File: src/rtl/wave_nco_generator_if.sv
`default_nettype none
// ============================================================================
// Module      : wave_nco_generator_if
// Description : Control and sample bus of the NCO waveform source. The master
//               side drives enable/sync/frequency/mode and receives samples.
// Revision    : 1.0 - initial release
// ============================================================================
interface wave_nco_generator_if #(
  parameter int OUT_W = 6,
  parameter int FO_W  = 9
);
  logic             en;
  logic             sync;
  logic [FO_W-1:0]  fo;
  logic [1:0]       mode;
  logic [OUT_W-1:0] out_wave;
  logic             out_valid;
  logic             wrap;

  modport master (
    output en, sync, fo, mode,
    input  out_wave, out_valid, wrap
  );

  modport slave (
    input  en, sync, fo, mode,
    output out_wave, out_valid, wrap
  );
endinterface
`default_nettype wire

File: src/rtl/wave_nco_generator.sv
`default_nettype none
// ============================================================================
// Module      : wave_nco_generator
// Description : Phase-accumulator waveform source producing saw-up, saw-down,
//               triangle or square samples. Requested mode is adopted only on
//               an accumulator wrap or a sync, so waveforms never glitch
//               mid-period.
// Revision    : 1.0 - initial release
// ============================================================================
module wave_nco_generator #(
  parameter int OUT_W = 6,
  parameter int ACC_W = 16,
  parameter int FO_W  = 9
) (
  input  wire logic             clk,
  input  wire logic             reset,
  wave_nco_generator_if.slave   bus
);

  localparam logic [1:0] MODE_SAW_UP   = 2'b00;
  localparam logic [1:0] MODE_SAW_DOWN = 2'b01;
  localparam logic [1:0] MODE_TRIANGLE = 2'b10;
  localparam logic [1:0] MODE_SQUARE   = 2'b11;

  logic [ACC_W-1:0] acc_q, acc_d;
  logic [1:0]       mode_act_q, mode_act_d;
  logic [OUT_W-1:0] out_wave_q, out_wave_d;
  logic             out_valid_q, out_valid_d;
  logic             wrap_q, wrap_d;

  logic [ACC_W:0]   sum;
  logic [OUT_W-1:0] p_slice;
  logic [OUT_W-1:0] t_slice;
  logic [OUT_W-1:0] sample;

  // Waveform shaping from the current (pre-increment) phase and active mode
  always_comb begin
    sum     = {1'b0, acc_q} + {{(ACC_W + 1 - FO_W){1'b0}}, bus.fo};
    p_slice = acc_q[ACC_W-1 -: OUT_W];
    // Triangle uses one bit more resolution so each half-period spans full scale
    t_slice = acc_q[ACC_W-2 -: OUT_W];
    sample  = '0;
    case (mode_act_q)
      MODE_SAW_UP:   sample = p_slice;
      MODE_SAW_DOWN: sample = ~p_slice;
      MODE_TRIANGLE: sample = acc_q[ACC_W-1] ? ~t_slice : t_slice;
      MODE_SQUARE:   sample = acc_q[ACC_W-1] ? '0 : {OUT_W{1'b1}};
      default:       sample = '0;
    endcase
  end

  // Next-state selection: sync restarts the phase, en advances it, else hold
  always_comb begin
    acc_d       = acc_q;
    mode_act_d  = mode_act_q;
    out_wave_d  = out_wave_q;
    out_valid_d = 1'b0;
    wrap_d      = 1'b0;
    if (bus.sync) begin
      acc_d      = '0;
      mode_act_d = bus.mode;
      out_wave_d = '0;
    end else if (bus.en) begin
      out_wave_d  = sample;
      acc_d       = sum[ACC_W-1:0];
      wrap_d      = sum[ACC_W];
      out_valid_d = 1'b1;
      // New mode is taken only at a period boundary to keep the output glitch-free
      if (sum[ACC_W]) begin
        mode_act_d = bus.mode;
      end
    end
  end

  // State registers with synchronous reset
  always_ff @(posedge clk) begin
    if (reset) begin
      acc_q       <= '0;
      mode_act_q  <= MODE_SAW_UP;
      out_wave_q  <= '0;
      out_valid_q <= 1'b0;
      wrap_q      <= 1'b0;
    end else begin
      acc_q       <= acc_d;
      mode_act_q  <= mode_act_d;
      out_wave_q  <= out_wave_d;
      out_valid_q <= out_valid_d;
      wrap_q      <= wrap_d;
    end
  end

  assign bus.out_wave  = out_wave_q;
  assign bus.out_valid = out_valid_q;
  assign bus.wrap      = wrap_q;

endmodule
`default_nettype wire

File: src/flat_wrapper.sv
// flat-port wrapper written by rule: the top's interface ports become plain ports
module wave_nco_generator_flat 
#(
  parameter int OUT_W = 6,
  parameter int ACC_W = 16,
  parameter int FO_W  = 9
)
  (clk, reset, bus_en, bus_sync, bus_fo, bus_mode, bus_out_wave, bus_out_valid, bus_wrap);
  wave_nco_generator_if #(.OUT_W(OUT_W), .FO_W(FO_W)) bus_i ();
  input  wire logic clk;
  input  wire logic reset;
  input wire logic [$bits(bus_i.en)-1:0] bus_en;
  input wire logic [$bits(bus_i.sync)-1:0] bus_sync;
  input wire logic [$bits(bus_i.fo)-1:0] bus_fo;
  input wire logic [$bits(bus_i.mode)-1:0] bus_mode;
  output wire logic [$bits(bus_i.out_wave)-1:0] bus_out_wave;
  output wire logic [$bits(bus_i.out_valid)-1:0] bus_out_valid;
  output wire logic [$bits(bus_i.wrap)-1:0] bus_wrap;
  assign bus_i.en = bus_en;
  assign bus_i.sync = bus_sync;
  assign bus_i.fo = bus_fo;
  assign bus_i.mode = bus_mode;
  assign bus_out_wave = bus_i.out_wave;
  assign bus_out_valid = bus_i.out_valid;
  assign bus_wrap = bus_i.wrap;
  wave_nco_generator #(.OUT_W(OUT_W), .ACC_W(ACC_W), .FO_W(FO_W)) u_core (.clk(clk), .reset(reset), .bus(bus_i));
endmodule
File: config.mk
export PLATFORM = sky130hd
export DESIGN_NAME = wave_nco_generator_flat
export DESIGN_NICKNAME = d
export VERILOG_FILES = /design/src/rtl/wave_nco_generator_if.sv /design/src/rtl/wave_nco_generator.sv /design/src/flat_wrapper.sv
export SDC_FILE = /design/constraint.sdc
export NUM_CORES = 1
export LEC_CHECK = 0
export BUFFER_PORTS_ARGS = -buffer_cell sky130_fd_sc_hd__buf_2
export CORE_AREA = 2 2 63 65
export DETAILED_ROUTE_END_ITERATION = 10
export DIE_AREA = 0 0 65 67
export HOLD_SLACK_MARGIN = 0.03
export PLACE_DENSITY = 0.71
export SYNTH_ARGS = -nofsm -noshare
export SYNTH_HDL_FRONTEND = slang
export SYNTH_SLANG_ARGS = --single-unit
export TNS_END_PERCENT = 100
File: constraint.sdc
create_clock -name clk -period 5.49 [get_ports clk]
set_input_delay 0.549 -clock clk [delete_from_list [all_inputs] [get_ports clk]]
set_output_delay 0.549 -clock clk [all_outputs]
set_load 0.1 [all_outputs]
Word level (Yosys, flattened, before mapping)
Cells that the tools add are included.
{ "totals": {"in_bits": 15, "wordCells": 25, "ff_bits": 26, "output_inout_bits": 8} }
{ "classes": {"muxes": 7, "eq_ne": 3, "addsub": 1, "n_reduce_logical": 6, "bitwise_logic": 3} }
{ "ops": {"columns": ["cell", "count"], "rows": [
  ["case mux 6 bit (4 select lines)", 1],
  ["adder 16 x 9 -> 17 bit", 1],
  ["two-way mux 6 bit", 2],
  ["inverter 6 bit", 2],
  ["two-way mux 2 bit", 3],
  ["== test 2 bit (second input constant)", 2],
  ["nonzero test 2 bit", 2],
  ["OR reduction 3 bit", 1],
  ["== test 2 x 1 -> 1 bit (second input constant)", 1],
  ["logical NOT 2 bit", 1],
  ["AND reduction 2 bit", 1],
  ["OR reduction 2 bit", 1],
  ["two-way mux 1 bit", 1],
  ["inverter 1 bit", 1]
]} }

Logic depth before layout (Yosys ltp)
Gate-level depths: netlist of the first run.
{ "logic_depth": {"depth_word": 4, "mapped_depth": 7, "ltp_nobuf": 7} }

Least setup slack after synthesis of the first run
OpenSTA, ideal clock, no wires.
{ "synth_path": {"path_kind": "input port to flip-flop", "start": "input port bus_fo[0]", "end": "register u_core.mode_act_q[0]", "arrival_time_ns": 2.340, "stages": 7, "setup_time_ns": 0.072, "setup_slack_ns": 3.079, "n_path_buf": 0, "t_required_ns": 5.418, "path_cell_list": "ha_1 > fa_1 > a211o_1 > a31o_1 > o22a_4 > a41oi_4 > mux2i_1"} }
{ "synth_via": {"elab_chain_cells": 3} }
{ "synth_rtl": {"columns": ["element", "line_no", "text"], "rows": [
  ["from (decl)", "flat_wrapper.sv:14", "input wire logic [$bits(bus_i.fo)-1:0] bus_fo;"],
  ["adder 16 x 9 -> 17 bit", "wave_nco_generator.sv:38", "sum = {1'b0, acc_q} + {{(ACC_W + 1 - FO_W){1'b0}}, bus.fo};"],
  ["nonzero test 2 bit (no line)", null, null],
  ["AND reduction 2 bit (no line)", null, null],
  ["to (signal assigned)", "wave_nco_generator.sv:85", "mode_act_q <= mode_act_d;"],
  ["to (decl)", "wave_nco_generator.sv:26", "logic [1:0] mode_act_q, mode_act_d;"]
]} }
No other way between the ends.
A chain may end at the register's enable or synchronous reset.

Final worst setup path of the first run
{ "layout_path": {"start": "input port bus_fo[0]", "end": "register u_core.mode_act_q[1]"} }
The elaborated chain is that of the path after synthesis.

==> key figures, run 1 <==
Critical path
  – Slowest stage delay, CP: 0.41 ns
  – WP buf/inv: 1
  – CP max FO: 3
  – Worst Path Required: 5.70 ns
  – CP arrival: 2.53 ns
  – Critical path type: in2reg
  – Crit. End Element: register
  – Slowest cell on the critical path: fa_1
  – CP startpoint kind: input port
  – Delay-heaviest family, CP: compound AO/OA/AOI/OAI gates
  – CP cell instances: buf_2 -> ha_1 -> fa_1 -> a211o_1 -> a31o_1 -> o22a_4 -> a41oi_4 -> mux2i_1

Synth
  – Leading post-synthesis cells by cell area: dfxtp_1 (32%), ha_1 (7.7%), xnor2_1 (7.0%)
  – Post-synthesis simple-gate area fraction: 0.200
  – Cell variety after synth: 43
  – Post-Syn Instances: 182
  – Seq/Total Area, Yosys: 0.322
  – XOR/XNOR share of the synthesized area: 0.0812
  – Most used DFF post-synth: dfxtp_1
  – Post-synthesis compound-gate area fraction: 0.213
  – Syn avg cell area: 8.89 sq um
  – Post-synth top area share: 0.322
  – Mapped Nets: 208
  – Number of synthesized flops with an enable pin: 0
  – Post-Synth Adder-Cell Area: 0.0897
  – Mux cell area share after synthesis: 0.0619
  – Cell taking the most area after synthesis: dfxtp_1
  – Synthesized area: 1620 sq um
  – Fraction of registers with async set/reset: 0
  – Yosys reg bits: 26
  – Largest family of logic cells by synthesized area: compound AO/OA/AOI/OAI gates
  – Yosys warnings: 0

Run status
  – Outcome: completed

Floorplan
  – IO Count: 23
  – Die area: 4360 sq um
  – Die width: 65 um
  – Site Rows: 22
  – Die height: 67 um
  – Initial Util: 0.449
  – Std-Cell Core Area: 3610 sq um

Job
  – MaxCap Viol Count: 0

Global routing
  – Initial antenna violation count: 0
  – GRT overflow: 0
  – Pin count of the biggest net entering global routing: 24
  – Vias in the first global route: 1170
  – First-pass GRT wire length: 5240 um
  – Total GRT Usage: 0.153

STA
  – Setup violations, final: 0
  – Clk_skew: 0.00419 ns
  – Total negative slack: 0 ns
  – Slew at the pin closest to its max-slew limit: 0.613 ns
  – RSZ-0062 raised after global routing: no
  – Fin crit share: 0.422
  – Worst slew margin: 0.591
  – Max-slew violations: 0
  – Post-route setup slack: 3.17 ns
  – Hold Fails Final Rpt: 0
  – Crit path time final: 2.32 ns
  – F_max: 0.432 GHz

Clock network
  – Post-CTS Resized: 0
  – CTS root buf: clkbuf_8
  – # Post-CTS Setup Buffers: 0
  – CTS Buffer Depth: 2
  – Clock slew at reported path FFs: 0.09 ns
  – Clock tree from TritonCTS: built
  – Cts bufs inserted: 3
  – # H-tree levels: 1
  – Cts-stage hold buffer count: 0
  – Clk sinks: 26
  – Clock Latency Late Sink: 0.27 ns

Power and ir drop
  – Leakage: 0.760 nW
  – Worst vdd ir: 0.110 mV
  – Pwr per Cell Area: 238 nW/um^2
  – Total Power: 0.000433 W

Place
  – Routability Congestion: 0.847
  – HPWL Detailed: 2130 um
  – Place WS: 2.89 ns
  – Buffers on Ports: 22

Layout
  – Fin nets: 227
  – Ant diodes: 0
  – Layout cell share with drive strength beyond 1: 0.200
  – Layout area overhead: 12.5%
  – Fill cells: 346

Route
  – Metal2 WL: 1280 um
  – Post-Route M1 WL: 1550 um
  – Final Routed Wirelength: 2960 um
  – DRC: 0
  – Initial DRC Count: 54
  – Vias: 1318
  – Vias per cell: 5.31
  – Pre-Repair DR Iteration Count: 4
  – Met3 wire length: 76 um
  – DRT antenna net count: 0
  – Top Layer Used: met4
  – Drt wl/cell: 11.9 um

Min path
  – Type of the most critical hold path: reg2reg
==> worst min-delay path: stages (launching register included) <==
cell and delay (ns):
dfxtp_1 0.33, a21oi_1 0.06, nor2_1 0.07
==> sequential cells by signal, indices dropped and copies added (netlist names) <==
name                  count
u_core.bus.out_wave       6
u_core.bus.wrap           1
u_core.acc_q             16
u_core.bus.out_valid      1
u_core.mode_act_q         2
==> cell usage after synthesis (2+ instances only) <==
| master | count |
|---|---|
| a211oi_1 | 3 |
| a21boi_0 | 2 |
| a21o_1 | 2 |
| a21oi_1 | 11 |
| a31o_2 | 3 |
| a31oi_1 | 2 |
| buf_1 | 2 |
| clkbuf_1 | 5 |
| dfxtp_1 | 26 |
| ha_1 | 10 |
| inv_1 | 3 |
| mux2i_1 | 10 |
| nand2_1 | 9 |
| nand2b_1 | 2 |
| nand3_1 | 7 |
| nand3b_1 | 5 |
| nor2_1 | 17 |
| o211ai_1 | 2 |
| o21ai_0 | 16 |
| or2b_2 | 3 |
| or3_1 | 6 |
| or4_1 | 2 |
| xnor2_1 | 13 |
| xor2_1 | 2 |
==> path summary, 6_finish.rpt <==
path,start,to,slack (ns),cells past startpoint
hold reg to reg,u_core.bus.out_wave[5],u_core.bus.out_wave[5],0.49,2
setup / recovery,bus_fo[0],u_core.mode_act_q[1],3.17,8
hold / removal,u_core.bus.out_wave[5],u_core.bus.out_wave[5],0.49,2
setup reg to reg,u_core.acc_q[0],u_core.mode_act_q[1],3.24,7
==> layout by cell type (no fill, tap or decap), types with 2 or more instances in the layout <==
cell type	n
dfxtp_1	26
or2b_2	3
a31oi_1	2
ha_1	10
o21ai_0	16
inv_1	3
a211oi_1	3
nand2_1	9
nor2_1	17
clkbuf_8	3
mux2i_1	10
or4_1	2
nand2b_1	2
nand3b_1	5
a21oi_1	11
buf_2	22
a21boi_0	2
or3_1	6
a21o_1	2
a31o_2	3
xnor2_1	13
nand3_1	7
o211ai_1	2
xor2_1	2
==> stage by stage <==
stage / std cells / hold slack [ns] / cell area, sq um / utilization
floorplan: 182 / 0.457 / 1620 / -
finish: 248 / 0.494 / 1820 / 0.505
CTS: 248 / 0.501 / 1820 / 0.505
detailed placement: 244 / 0.479 / 1750 / 0.485
global route: 248 / 0.523 / 1820 / 0.505
global placement: 244 / 0.474 / 1750 / 0.485
==> where the power goes <==
group	total (W)	switching (W)	internal, W
logic	0.0000721	0.0000412	0.0000309
registers	0.000200	0.00000615	0.000194
clock network	0.000161	0.0000637	0.0000976
total	0.000433	0.000111	0.000322
==> routing by layer <==
| layer | vias up | GRT usage |
|---|---|---|
| li1 | 693 | - |
| met1 | 603 | 0.209 |
| met2 | 17 | 0.245 |
| met3 | 5 | 0.0169 |
| met4 | 0 | 0.0638 |
| met5 | - | 0 |
==> final cells by class <==
cell class,instances,area [sq um],area share
Inverter,3,11.3,0.00619
Multi-Input combinational cell,145,1050,0.575
Sequential cell,26,520,0.286
Clock buffer,3,41.3,0.0227
Timing Repair Buffer,22,110,0.0605
Tap cell,48,60.1,0.0330
Clock inverter,1,30.0,0.0165
==> logic make-up after synthesis <==
group	count (synthesis)
buffers and inverters	11
multiplexers	10
adder cells (fa/ha/maj)	11
flip-flops	26
XOR/XNOR	15
AO/OA/AOI/OAI	50
AND/OR/NAND/NOR	59
(Power assumes the default switching activity.)
==> inputs of run 2 (changes only) <==
--- a/config.mk
+++ b/config.mk
@@ -10,7 +10,7 @@
 export DETAILED_ROUTE_END_ITERATION = 10
 export DIE_AREA = 0 0 65 67
 export HOLD_SLACK_MARGIN = 0.03
-export PLACE_DENSITY = 0.71
+export PLACE_DENSITY = 0.74
 export SYNTH_ARGS = -nofsm -noshare
 export SYNTH_HDL_FRONTEND = slang
 export SYNTH_SLANG_ARGS = --single-unit
==> constraint.sdc (replaced) <==
create_clock -name clk -period 2.05 [get_ports clk]
set_input_delay 0.205 -clock clk [delete_from_list [all_inputs] [get_ports clk]]
set_output_delay 0.205 -clock clk [all_outputs]
set_load 0.1 [all_outputs]
==> run 2 against run 1 <==
The run now ends with setup timing left. Hold slack worse by 0.32 ns. Worst setup slack lost 3.2 ns. Sequential power rose to 2.7 times the previous value. Sequential share of layout area decreased by 1.6 points. Flip-flop and latch count did not move. Largest cell class unchanged.
==> key figures, run 2 (same netlist as run 1, synthesis figures left out) <==
Run status
  – Outcome: finished with violations
  – Failing checks: setup timing

Floorplan
  – Die width: 65 um (unchanged)
  – Die area: 4360 sq um (unchanged)
  – Die height: 67 um (unchanged)
  – Site Rows: 22 (unchanged)
  – Initial Util: 0.449 (unchanged)
  – Std-Cell Core Area: 3610 sq um (unchanged)
  – IO Count: 23 (unchanged)

Global routing
  – First-pass GRT wire length: 5470 um (+4.3%)
  – Vias in the first global route: 1243 (+6.2%)
  – Pin count of the biggest net entering global routing: 20 (-17%)
  – Initial antenna violation count: 0 (unchanged)
  – GRT overflow: 0 (unchanged)
  – Total GRT Usage: 0.164 (+0.0108)

Clock network
  – CTS Buffer Depth: 2 (unchanged)
  – Clk sinks: 26 (unchanged)
  – CTS root buf: clkbuf_8
  – Clock slew at reported path FFs: 0.09 ns (about the same)
  – Clock tree from TritonCTS: built
  – # H-tree levels: 1 (unchanged)
  – Clock Latency Late Sink: 0.27 ns (about the same)
  – Cts bufs inserted: 3 (unchanged)

STA
  – Slew at the pin closest to its max-slew limit: 0.589 ns (-0.0239 ns)
  – Hold Fails Final Rpt: 0 (unchanged)
  – Setup violations, final: 2 (+2)
  – Worst slew margin: 0.607 (+0.0160)
  – Fin crit share: 1.00
  – RSZ-0062 raised after global routing: yes
  – Max-slew violations: 0 (unchanged)
  – Total negative slack: -0.00591 ns (-0.00591 ns)
  – Post-route setup slack: -0.00462 ns (-3.18 ns)
  – Clk_skew: 0.00482 ns (+0.000627 ns)
  – F_max: 0.487 GHz
  – Crit path time final: 2.05 ns

Route
  – Final Routed Wirelength: 3240 um (+9.4%)
  – Vias: 1359 (+3.1%)
  – Drt wl/cell: 12.4 um (+4.0%)
  – Pre-Repair DR Iteration Count: 4 (unchanged)
  – DRC: 0 (unchanged)
  – Initial DRC Count: 52 (-3.7%)
  – DRT antenna net count: 0 (unchanged)
  – Vias per cell: 5.21 (-2.0%)

Place
  – Buffers on Ports: 22 (unchanged)
  – HPWL Detailed: 2410 um (+13%)
  – Routability Congestion: 0.843 (-0.48%)

Power and ir drop
  – Internal Pwr Total: 0.000881 W (+170%)
  – Worst vdd ir: 0.268 mV (+140%)
  – Leakage: 0.823 nW (+8.3%)
  – Net load switching power: 0.000299 W (+170%)
  – Sw Share: 0.253 (-0.00321)
  – Clk pwr share: 0.361 (-0.011)
  – Total Power: 0.00118 W (+170%)
  – Pwr per Cell Area: 610 nW/um^2 (+160%)
  – Sequential Power Share: 0.454 (-0.007)
  – Combinational Power Share: 0.186 (+0.020)

Layout
  – Layout cell share with drive strength beyond 1: 0.263 (+0.0629)
  – Commonest non-fill, non-tap cell in the layout: dfxtp_1
  – Layout area overhead: 19.5%
  – Ant diodes: 0 (unchanged)
  – Fin nets: 240 (+5.7%)
  – Most frequent cells in the layout: dfxtp_1 (25), buf_2 (22), nor2_1 (17)
  – Biggest register: u_core.acc_q
  – Max reg flops: 16 (unchanged)
  – Fill cells: 342 (-1.2%)

Critical path
  – Worst reg2reg path startpoint: u_core.acc_q[0]
  – CP Launch Point: u_core.acc_q[0]
  – CP startpoint kind: register
  – CP arrival: 2.26 ns (-0.27 ns)
  – Worst-case reg-to-reg path depth: 7 (unchanged)
  – Worst Path Required: 2.26 ns (-3.44 ns)
  – Critical path type: reg2reg
  – Crit. End Element: register
  – CP max FO: 2 (-1)

Min path
  – Type of the most critical hold path: in2reg
  – HP Start: bus_mode[0]
  – Hold Path Stages: 3 (+1)

Job
  – MaxCap Viol Count: 0 (unchanged)
[run 2: power groups by stage]
stage | registers (W) | logic, W | clock network, W
3_5_place_dp | 0.000547 | 0.000214 | 0
3_3_place_gp | 0.000546 | 0.000211 | 0
4_1_cts | 0.000535 | 0.000216 | 0.000438
5_1_grt | 0.000539 | 0.000242 | 0.000465
2_1_floorplan | 0.000559 | 0.000141 | 0
6_report | 0.000535 | 0.000219 | 0.000426
[run 2: timing repair]
| action | in CTS | in global routing |
|---|---|---|
| hold endpoints to repair | 0 | 0 |
| hold buffers | 0 | 0 |
| pin swaps | 1 | 3 |
| buffers inserted | 0 | 1 |
| endpoints found under the setup margin | 1 | 3 |
| resized for setup | 0 | 3 |
[run 2: final timing paths]
path | end | slack [ns]
worst min register to register | u_core.bus.out_wave[0] | 0.50
worst max-delay path | u_core.mode_act_q[1] | -0.005
worst min-delay path | u_core.mode_act_q[0] | 0.17
worst max register to register | u_core.mode_act_q[1] | -0.005
[run 2: per-layer routing]
layer,wire (um),vias to the layer above,global-route usage,part of all wire
met3,76,2,0.0152,0.023
li1,-,719,-,-
met4,27,0,0.0638,0.0083
met1,1700,620,0.223,0.52
met5,0,-,0,0
met2,1440,18,0.267,0.44
[run 2: worst max-delay path: stages (launching register included)]
cell and delay [ns]:
dfxtp_2 0.34, ha_4 0.16, fa_2 0.33, a211o_1 0.29
a31o_1 0.20, o22a_4 0.24, a41oi_4 0.24, mux2i_1 0.19
[run 2: metrics by stage]
step	area [sq um]	utilization	std cells	setup WS (ns)	hold WS [ns]
after floorplan	1620	-	182	0.0279	0.356
after global placement	1840	0.510	256	0.0178	0.469
after detailed placement	1840	0.510	256	-0.00493	0.469
after CTS	1910	0.530	260	0.00316	0.170
after global routing	1930	0.536	261	-0.0957	0.192
final	1930	0.536	261	-0.00462	0.173
[run 2: layout make-up]
cell class,count,area [sq um],share of cell area
multi-input cells,145,1060,0.549
repair buffers,35,208,0.107
flip-flops and latches,26,522,0.270
clock buffers,3,41.3,0.0214
well taps,48,60.1,0.0311
inverters,3,11.3,0.00583
clock inverters,1,30.0,0.0155
==> inputs of run 3 (changes only) <==
--- a/config.mk
+++ b/config.mk
@@ -6,11 +6,13 @@
 export NUM_CORES = 1
 export LEC_CHECK = 0
 export BUFFER_PORTS_ARGS = -buffer_cell sky130_fd_sc_hd__buf_2
-export CORE_AREA = 2 2 63 65
+export CORE_AREA = 2 2 59 61
+export CTS_BUF_LIST = sky130_fd_sc_hd__clkbuf_8
+export CTS_CLUSTER_SIZE = 16
 export DETAILED_ROUTE_END_ITERATION = 10
-export DIE_AREA = 0 0 65 67
+export DIE_AREA = 0 0 61 63
 export HOLD_SLACK_MARGIN = 0.03
-export PLACE_DENSITY = 0.74
+export PLACE_DENSITY = 0.82
 export SYNTH_ARGS = -nofsm -noshare
 export SYNTH_HDL_FRONTEND = slang
 export SYNTH_SLANG_ARGS = --single-unit
==> run 3 against run 2 <==
The flow now finishes without violations. Sequential share of layout area increased by 0.85 points. Clock power decreased by 32%. First-iteration DRC count increased by 9.6%. Highest routed layer unchanged.
==> key figures, run 3 (same netlist as run 1, synthesis figures left out) <==
Run status
  – Outcome: completed

Clock network
  – Cts-stage hold buffer count: 0 (unchanged)
  – Clock tree from TritonCTS: built
  – Cts bufs inserted: 3 (unchanged)
  – CTS Buffer Depth: 2 (unchanged)
  – Clk sinks: 26 (unchanged)
  – # Post-CTS Setup Buffers: 0 (unchanged)
  – # H-tree levels: 1 (unchanged)
  – Clock Latency Late Sink: 0.28 ns (about the same)
  – Clock slew at reported path FFs: 0.09 ns (about the same)
  – CTS root buf: clkbuf_8

Route
  – Final Routed Wirelength: 3150 um (-2.5%)
  – Vias: 1343 (-1.2%)
  – Pre-Repair DR Iteration Count: 4 (unchanged)
  – DRT antenna net count: 0 (unchanged)
  – Drt wl/cell: 12.5 um (+0.55%)
  – DRC: 0 (unchanged)
  – Initial DRC Count: 57 (+9.6%)
  – Vias per cell: 5.31 (+1.9%)

STA
  – Max-slew violations: 0 (unchanged)
  – Slew at the pin closest to its max-slew limit: 0.638 ns (+0.0491 ns)
  – Post-route setup slack: 0.0833 ns (+0.0879 ns)
  – Fin crit share: 0.959 (-0.0429)
  – RSZ-0062 raised after global routing: yes
  – Crit path time final: 1.97 ns (-0.0879 ns)
  – Clk_skew: 0.00558 ns (+0.000765 ns)
  – Final hold slack: 0.167 ns (-0.00540 ns)
  – Worst slew margin: 0.574 (-0.0328)
  – F_max: 0.508 GHz (+4.5%)
  – Hold Fails Final Rpt: 0 (unchanged)
  – Setup violations, final: 0 (-2)

Layout
  – Fin area: 1870 sq um (-3.0%)
  – Layout area overhead: 15.9%
  – Fin nets: 235 (-2.1%)
  – Most frequent cells in the layout: dfxtp_1 (25), buf_2 (22), nor2_1 (17)
  – Commonest non-fill, non-tap cell in the layout: dfxtp_1
  – Biggest register: u_core.acc_q
  – Layout Cells excl Fill: 253 (-3.1%)
  – Ant diodes: 0 (unchanged)
  – Fill cells: 287 (-16%)
  – Max reg flops: 16 (unchanged)
  – Layout cell share with drive strength beyond 1: 0.251 (-0.0117)

Critical path
  – CP startpoint kind: register
  – Number of cells on the critical path: 7 (unchanged)
  – WP buf/inv: 0 (unchanged)
  – CP max FO: 2 (unchanged)
  – Worst-case reg-to-reg path depth: 7 (unchanged)
  – Crit. End Element: register
  – Worst Path Required: 2.26 ns (about the same)
  – Delay-heaviest family, CP: compound AO/OA/AOI/OAI gates
  – CP arrival: 2.18 ns (-0.08 ns)
  – Slowest cell on the critical path: dfxtp_2
  – Critical path type: reg2reg
  – CP cell instances: ha_4 -> fa_2 -> a211o_1 -> a31o_1 -> o22a_4 -> a41oi_4 -> mux2i_1
  – Slowest stage delay, CP: 0.34 ns (about the same)

Power and ir drop
  – Sequential Power Share: 0.515 (+0.061)
  – Total Power: 0.00104 W (-12%)
  – Pwr per Cell Area: 555 nW/um^2 (-9.0%)
  – Leakage: 0.785 nW (-4.6%)
  – Clk pwr share: 0.280 (-0.081)
  – Sw Share: 0.282 (+0.0292)
  – Net load switching power: 0.000294 W (-1.7%)
  – Internal Pwr Total: 0.000747 W (-15%)
  – Worst vdd ir: 0.243 mV (-9.4%)
  – Combinational Power Share: 0.205 (+0.019)

Floorplan
  – Die height: 63 um (-6.0%)
  – Initial Util: 0.501 (+0.0519)
  – Site Rows: 21 (-4.5%)
  – Die width: 61 um (-6.2%)
  – Std-Cell Core Area: 3230 sq um (-10%)
  – Die area: 3840 sq um (-12%)
  – IO Count: 23 (unchanged)

Global routing
  – Vias in the first global route: 1252 (+0.72%)
  – Initial antenna violation count: 0 (unchanged)
  – Total GRT Usage: 0.187 (+0.0229)
  – GRT overflow: 0 (unchanged)
  – Pin count of the biggest net entering global routing: 23 (+15%)
  – First-pass GRT wire length: 5450 um (-0.37%)

Place
  – Routability Congestion: 0.848 (+0.50%)
  – Cell area after placement: 1810 sq um (-1.8%)
  – Buffers on Ports: 22 (unchanged)
  – HPWL Detailed: 2260 um (-6.1%)
  – Place WS: -0.0807 ns (-0.0758 ns)
  – Dpl cells: 250 (-2.3%)

Job
  – MaxCap Viol Count: 0 (unchanged)

Min path
  – Type of the most critical hold path: in2reg
  – Hold Path Stages: 3 (unchanged)
-- run 3: cell type report --
cell class | count | area [sq um] | area share
multi-input cells | 145 | 1070 | 0.572
flip-flops and latches | 26 | 522 | 0.278
repair buffers | 30 | 170 | 0.0908
well taps | 46 | 57.6 | 0.0307
clock buffers | 3 | 41.3 | 0.0220
inverters | 3 | 11.3 | 0.00601
-- run 3: repair_timing --
| item | in CTS | in global routing |
|---|---|---|
| resized for setup | 1 | 4 |
| setup endpoints to repair | 3 | 4 |
| pin swaps | 2 | 0 |
-- run 3: final timing paths --
kind	slack, ns	endpoint	from
worst max-delay path	0.08	u_core.mode_act_q[1]	u_core.acc_q[0]
worst min-delay path	0.17	u_core.mode_act_q[0]	bus_mode[0]
worst min register to register	0.49	u_core.acc_q[7]	u_core.acc_q[7]
worst max register to register	0.08	u_core.mode_act_q[1]	u_core.acc_q[0]
-- run 3: per-stage QoR --
| step | utilization | setup TNS, ns |
|---|---|---|
| 5_1_grt | 0.580 | -0.00351 |
| 3_5_place_dp | 0.559 | -0.103 |
| 2_1_floorplan | - | 0 |
| 3_3_place_gp | 0.559 | 0 |
| 4_1_cts | 0.573 | 0 |
| 6_report | 0.580 | 0 |
-- run 3: per-layer routing --
layer	vias to the layer above	track usage	share of wire
li1	706	-	-
met4	0	0.0978	0.027
met3	5	0.0248	0.035
met1	605	0.256	0.51
met5	-	0	0
met2	27	0.278	0.43
-- run 3: power by group through the flow --
stage | sequential [W] | combinational, W | clock, W
3_3_place_gp | 0.000546 | 0.000204 | 0
2_1_floorplan | 0.000559 | 0.000141 | 0
4_1_cts | 0.000535 | 0.000208 | 0.000303
3_5_place_dp | 0.000547 | 0.000207 | 0
5_1_grt | 0.000539 | 0.000238 | 0.000313
6_report | 0.000536 | 0.000213 | 0.000291
-- run 3: worst min-delay path: stages --
cell and delay, ns:
buf_2 0.09, nand2b_1 0.05, mux2i_1 0.05
